File: config.mk
export PLATFORM = sky130hd
export DESIGN_NAME = piso_serializer_flat
export DESIGN_NICKNAME = d
export VERILOG_FILES = /design/src/rtl/piso_serializer_if.sv /design/src/rtl/piso_serializer.sv /design/src/flat_wrapper.sv
export SDC_FILE = /design/constraint.sdc
export NUM_CORES = 1
export LEC_CHECK = 0
export ABC_CLOCK_PERIOD_IN_PS = 1450
export BUFFER_PORTS_ARGS = -buffer_cell sky130_fd_sc_hd__buf_2
export CAP_MARGIN = 5
export CORE_AREA = 2 2 39 41
export CTS_CLUSTER_DIAMETER = 60
export DETAILED_ROUTE_END_ITERATION = 10
export DIE_AREA = 0 0 41 43
export GPL_TIMING_DRIVEN = 0
export PLACE_DENSITY = 0.66
export SYNTH_ARGS = -nofsm -noshare
export SYNTH_HDL_FRONTEND = slang
export SYNTH_SLANG_ARGS = --single-unit
File: constraint.sdc
create_clock -name clk -period 1.45 [get_ports clk]
set_input_delay 0.29 -clock clk [delete_from_list [all_inputs] [get_ports clk]]
set_output_delay 0.29 -clock clk [all_outputs]
set_load 0.02 [all_outputs]
File: src/rtl/piso_serializer_if.sv
`default_nettype none
// +------------------------------------------------------------------+
// | Module      : piso_serializer_if                                 |
// | Description : Parallel-word handshake and serial bit stream bus  |
// |               for the PISO serializer.                           |
// | Revision    : 1.0 - initial release                              |
// +------------------------------------------------------------------+

interface piso_serializer_if #(
    parameter int WIDTH = 4
) ();

    logic             par_valid_i;
    logic [WIDTH-1:0] par_data_i;
    logic             par_ready_o;
    logic             ser_en_i;
    logic             x_o;
    logic             x_valid_o;
    logic             x_first_o;
    logic             x_last_o;
    logic             busy_o;

    // Upstream producer and downstream consumer together.
    modport master (
        output par_valid_i,
        output par_data_i,
        output ser_en_i,
        input  par_ready_o,
        input  x_o,
        input  x_valid_o,
        input  x_first_o,
        input  x_last_o,
        input  busy_o
    );

    // The serializer itself.
    modport slave (
        input  par_valid_i,
        input  par_data_i,
        input  ser_en_i,
        output par_ready_o,
        output x_o,
        output x_valid_o,
        output x_first_o,
        output x_last_o,
        output busy_o
    );

endinterface

`default_nettype wire

File: src/rtl/piso_serializer.sv
`default_nettype none
// +------------------------------------------------------------------+
// | Module      : piso_serializer                                    |
// | Description : Parallel-in serial-out shifter with valid/ready    |
// |               word intake, stallable bit stream and first/last   |
// |               markers; back-to-back words without idle gaps.     |
// | Revision    : 1.0 - initial release                              |
// +------------------------------------------------------------------+

module piso_serializer #(
    parameter int WIDTH     = 4,
    parameter bit MSB_FIRST = 1'b1
) (
    input  wire              clk,
    input  wire              reset,
    piso_serializer_if.slave bus
);

    localparam int                c_cnt_w    = $clog2(WIDTH + 1);
    localparam logic [c_cnt_w-1:0] c_last_cnt = c_cnt_w'(WIDTH - 1);
    localparam int                c_out_idx  = MSB_FIRST ? (WIDTH - 1) : 0;

    typedef enum logic [0:0] {
        ST_IDLE  = 1'b0,
        ST_SHIFT = 1'b1
    } state_t;

    state_t               r_state;
    logic [WIDTH-1:0]     r_sr;
    logic [c_cnt_w-1:0]   r_cnt;
    logic                 r_first;
    logic                 r_last;

    state_t               w_state_nxt;
    logic [WIDTH-1:0]     w_sr_nxt;
    logic [c_cnt_w-1:0]   w_cnt_nxt;
    logic                 w_first_nxt;
    logic                 w_last_nxt;

    logic                 w_at_last;
    logic                 w_ready;
    logic                 w_accept;
    logic [WIDTH-1:0]     w_shifted;
    logic [c_cnt_w-1:0]   w_cnt_inc;

    always_ff @(posedge clk or posedge reset) begin
        if (reset) begin
            r_state <= ST_IDLE;
            r_sr    <= '0;
            r_cnt   <= '0;
            r_first <= 1'b0;
            r_last  <= 1'b0;
        end else begin
            r_state <= w_state_nxt;
            r_sr    <= w_sr_nxt;
            r_cnt   <= w_cnt_nxt;
            r_first <= w_first_nxt;
            r_last  <= w_last_nxt;
        end
    end

    always_comb begin
        w_at_last   = (r_state == ST_SHIFT) && (r_cnt == c_last_cnt);
        // Ready in SHIFT only while the final bit is being consumed, so the
        // next word lands on the same edge and the stream has no gap.
        w_ready     = (r_state == ST_IDLE) || (w_at_last && bus.ser_en_i);
        w_accept    = bus.par_valid_i && w_ready;
        w_shifted   = MSB_FIRST ? (r_sr << 1) : (r_sr >> 1);
        w_cnt_inc   = r_cnt + 1'b1;

        w_state_nxt = r_state;
        w_sr_nxt    = r_sr;
        w_cnt_nxt   = r_cnt;
        w_first_nxt = r_first;
        w_last_nxt  = r_last;

        if (w_accept) begin
            w_state_nxt = ST_SHIFT;
            w_sr_nxt    = bus.par_data_i;
            w_cnt_nxt   = '0;
            w_first_nxt = 1'b1;
            w_last_nxt  = (WIDTH == 1);
        end else if ((r_state == ST_SHIFT) && bus.ser_en_i) begin
            if (w_at_last) begin
                // Clearing the register keeps x_o at 0 while idle.
                w_state_nxt = ST_IDLE;
                w_sr_nxt    = '0;
                w_cnt_nxt   = '0;
                w_first_nxt = 1'b0;
                w_last_nxt  = 1'b0;
            end else begin
                w_sr_nxt    = w_shifted;
                w_cnt_nxt   = w_cnt_inc;
                w_first_nxt = 1'b0;
                w_last_nxt  = (w_cnt_inc == c_last_cnt);
            end
        end
    end

    assign bus.par_ready_o = w_ready;
    assign bus.x_o         = r_sr[c_out_idx];
    assign bus.x_valid_o   = (r_state == ST_SHIFT);
    assign bus.busy_o      = (r_state == ST_SHIFT);
    assign bus.x_first_o   = r_first;
    assign bus.x_last_o    = r_last;

endmodule

`default_nettype wire

File: src/flat_wrapper.sv
// flat-port wrapper written by rule: the top's interface ports become plain ports
module piso_serializer_flat 
#(
    parameter int WIDTH     = 4,
    parameter bit MSB_FIRST = 1'b1
)
  (clk, reset, bus_par_valid_i, bus_par_data_i, bus_ser_en_i, bus_par_ready_o, bus_x_o, bus_x_valid_o, bus_x_first_o, bus_x_last_o, bus_busy_o);
  piso_serializer_if #(.WIDTH(WIDTH)) bus_i ();
  input  wire clk;
  input  wire reset;
  input wire logic [$bits(bus_i.par_valid_i)-1:0] bus_par_valid_i;
  input wire logic [$bits(bus_i.par_data_i)-1:0] bus_par_data_i;
  input wire logic [$bits(bus_i.ser_en_i)-1:0] bus_ser_en_i;
  output wire logic [$bits(bus_i.par_ready_o)-1:0] bus_par_ready_o;
  output wire logic [$bits(bus_i.x_o)-1:0] bus_x_o;
  output wire logic [$bits(bus_i.x_valid_o)-1:0] bus_x_valid_o;
  output wire logic [$bits(bus_i.x_first_o)-1:0] bus_x_first_o;
  output wire logic [$bits(bus_i.x_last_o)-1:0] bus_x_last_o;
  output wire logic [$bits(bus_i.busy_o)-1:0] bus_busy_o;
  assign bus_i.par_valid_i = bus_par_valid_i;
  assign bus_i.par_data_i = bus_par_data_i;
  assign bus_i.ser_en_i = bus_ser_en_i;
  assign bus_par_ready_o = bus_i.par_ready_o;
  assign bus_x_o = bus_i.x_o;
  assign bus_x_valid_o = bus_i.x_valid_o;
  assign bus_x_first_o = bus_i.x_first_o;
  assign bus_x_last_o = bus_i.x_last_o;
  assign bus_busy_o = bus_i.busy_o;
  piso_serializer #(.WIDTH(WIDTH), .MSB_FIRST(MSB_FIRST)) u_core (.clk(clk), .reset(reset), .bus(bus_i));
endmodule
==> flow_summary.json <==
{
  "r2r-end": "u_core.r_sr[3]",
  "rsz_0062_raised_after_global_routing": "yes",
  "floorplan.die.width_um": 41,
  "tightestPinTransition_ps": 463,
  "place_inst": 69,
  "timing.final.max_slew_violations": 0,
  "path_clk_slew_ps": 70,
  "finish.cell_count_without_fillers": 79,
  "synth_cells": 40,
  "synth_fp_nets": 51,
  "portBuffers": 13,
  "route.detailed.drc": 0,
  "cts-root-buf": "clkbuf_4",
  "async_flop_share_pct": 100,
  "cpMaxStageDelayCell": "dfrtp_1",
  "fin_nets": 75,
  "rr_worst_depth": 6,
  "n_antenna_cell": 0,
  "seq_area_um2": 250,
  "tritoncts": "done",
  "num_rows": 14,
  "drt_first_pass_iters": 4,
  "synth_flop_cell": "dfrtp_1",
  "numCtsBuffers": 3,
  "cell_depth_of_the_worst_setup_path": 5,
  "die_height_um": 43,
  "yosysMostFrequentCell": "dfrtp_1",
  "ys_types": 16,
  "ctsLongestPathBuffers": 2,
  "track_usage_pct": 12.3,
  "global_route_wire_length_before_repair_um": 1400,
  "gp_routability_congestion": 0.767,
  "critical_path_cell_sequence": "ha_2 -> ha_4 -> a21boi_2 -> inv_1 -> buf_6",
  "status": "finished with violations",
  "path_class": "flip-flop to output port",
  "total_via_count_in_the_routed_design": 369,
  "final.min_clock_period_ps": 1630,
  "i_o_pins": 14,
  "worstSetupEndpointType": "output port",
  "static-leakage-power_nw": 0.353,
  "routed_wirelength_um": 945,
  "synth-edff-count": 0,
  "netlist.top_cell.by_area": "dfrtp_1",
  "drt-initial-drc-count": 14,
  "syn-cell-area_um2": 465,
  "worst_ep_arrival_time_ps": 1340,
  "violations": "setup timing",
  "top_usage_layer": "met1",
  "netlist_top_cells_area": "dfrtp_1, ha_1, a221o_1",
  "total_power_mw": 1.23,
  "first_global_vias": 297,
  "crit_start": "u_core.r_cnt[1]",
  "via_per_inst": 4.67,
  "final_period_util_pct": 112,
  "placed_inst_area_um2": 556,
  "synth_sequential_area_ratio_pct": 53.8,
  "fill_cells": 138,
  "cap_violations": 0,
  "starting_density_of_the_core_pct": 33.6,
  "antenna_found_initial": 0,
  "synthDominantCellAreaShare_pct": 53.8,
  "r2r_slack_ps": -60,
  "h-tree-depth": 1,
  "layout-area-overhead-vs-synth_pct": 46.0,
  "power.density_mw_per_mm2": 1800,
  "path_delay_family": "flip-flops",
  "totalNegativeSetupSlack_ps": -335,
  "avgSynthCellArea_um2": 11.6,
  "worstSetupEndpoint": "bus_par_ready_o",
  "place_hpwl_um": 615,
  "setup.worst_path.start_class": "flip-flop",
  "cts.sinks": 10,
  "die-area_mm2": 0.00176,
  "grt_overflow": 0,
  "hold_slack_ps": 248,
  "grt_util_met1_pct": 18.9,
  "synth.ff_latch_count": 10,
  "grt_max_degree": 11,
  "met3_grt_util_pct": 3.14,
  "reg2reg_from": "u_core.r_cnt[1]",
  "critical_path.max_stage_delay_ps": 390,
  "grt.met2_usage_pct": 14.7,
  "route.detailed.wl_per_inst_um": 12.0,
  "worstSkewPairLatency_ps": 260,
  "worst_ir_drop_vdd_mv": 0.938,
  "worst_ep_required_time_ps": 1160,
  "timing.hold.worst.class": "primary input to flip-flop",
  "multi_input_area_um2": 228,
  "finalInstanceArea_um2": 679,
  "whs_path_depth": 2,
  "ys_top_cells_by_count": "dfrtp_1, inv_1, nand2_1",
  "final-hold-violation-count": 0,
  "share_of_final_layout_standard_cells_stronger_than_drive_strength_1_pct": 55.6,
  "final-setup-viol-count": 5,
  "maxClockFrequency_mhz": 614,
  "core_region_area_mm2": 0.00138,
  "timing.clock.skew_ps": 0.736,
  "synth_warnings": 0,
  "timing.final.ws_setup_ps": -179,
  "ant_nets": 0,
  "timing.slew.headroom_pct": 68.5,
  "critical_path.max_fanout": 2,
  "path_buf_inv": 2
}
-- worst reg2reg max path: cells and delay by family, from the launching register on --
kind            cells  cell delay [ps]
flops               1              390
fa+ha+maj           2              360
compound gates      2              450
buf+inv             1              140
simple gates        1               50
-- per-layer routing --
metal	part of all wire [%]	vias up
li1	-	183
met1	49	172
met2	44	14
met3	6.5	0
met4	0	0
met5	0	-
-- cell type report --
class / count / area share (%)
Sequential cell: 10 / 36.8
Multi-Input combinational cell: 25 / 33.5
Timing Repair Buffer: 19 / 18.0
Clock buffer: 4 / 5.34
Tap cell: 16 / 2.95
Inverter: 4 / 2.21
Buffer: 1 / 1.10
-- flip-flops by register name, indices dropped and copies added (netlist names) --
signal	flops
u_core.bus.busy_o	1
u_core.bus.x_first_o	1
u_core.bus.x_last_o	1
u_core.r_cnt	3
u_core.r_sr	4
-- cells in the final DEF (no fill, tap or decap), types with 2 or more instances in the layout --
master	instances
inv_1	4
buf_6	2
o21ai_2	2
nand2_1	4
and2_1	3
buf_2	12
buf_4	5
a221o_1	3
clkbuf_4	3
dfrtp_1	10
-- worst min-delay path by stage --
| stage | startpoint | end |
|---|---|---|
| finish | bus_par_data_i[0] | u_core.r_sr[0] |
| global route | bus_par_data_i[0] | u_core.r_sr[0] |
| CTS | bus_par_data_i[0] | u_core.r_sr[0] |
| detailed placement | reset | u_core.r_cnt[1] |
| global placement | reset | u_core.r_cnt[1] |
| floorplan | reset | u_core.bus.busy_o |
-- metrics by stage --
| step | utilization, % | setup slack (ps) |
|---|---|---|
| after CTS | 46.8 | -204 |
| after floorplan | - | 10.0 |
| after detailed placement | 40.1 | -100 |
| final | 49.1 | -179 |
| after global routing | 49.1 | -231 |
| after global placement | 40.1 | -64.6 |
-- repair_timing --
| action | 4_1_cts | 5_1_grt |
|---|---|---|
| hold endpoints to repair | 10 | 0 |
| endpoints found under the setup margin | 4 | 8 |
| buffers inserted | 4 | 3 |
| hold buffers | 1 | 0 |
| gates resized for setup | 6 | 7 |
| cloned | 0 | 0 |
| pin swaps | 2 | 4 |
-- kinds of logic after synthesis --
logic type | Yosys count | share of synthesized area, %
adder cells (fa/ha/maj) | 3 | 8.07
buffers and inverters | 5 | 4.84
flip-flops | 10 | 53.8
AND/OR/NAND/NOR | 11 | 12.1
AO/OA/AOI/OAI | 10 | 18.3
multiplexers | 1 | 2.96
-- power breakdown --
part           switching, mW  total (mW)  internal [mW]
Combinational          0.261       0.539          0.278
Clock                  0.100       0.253          0.152
Sequential            0.0555       0.434          0.378
Total                  0.417        1.23          0.809
No activity file was read; power rests on OpenSTA's default activity.
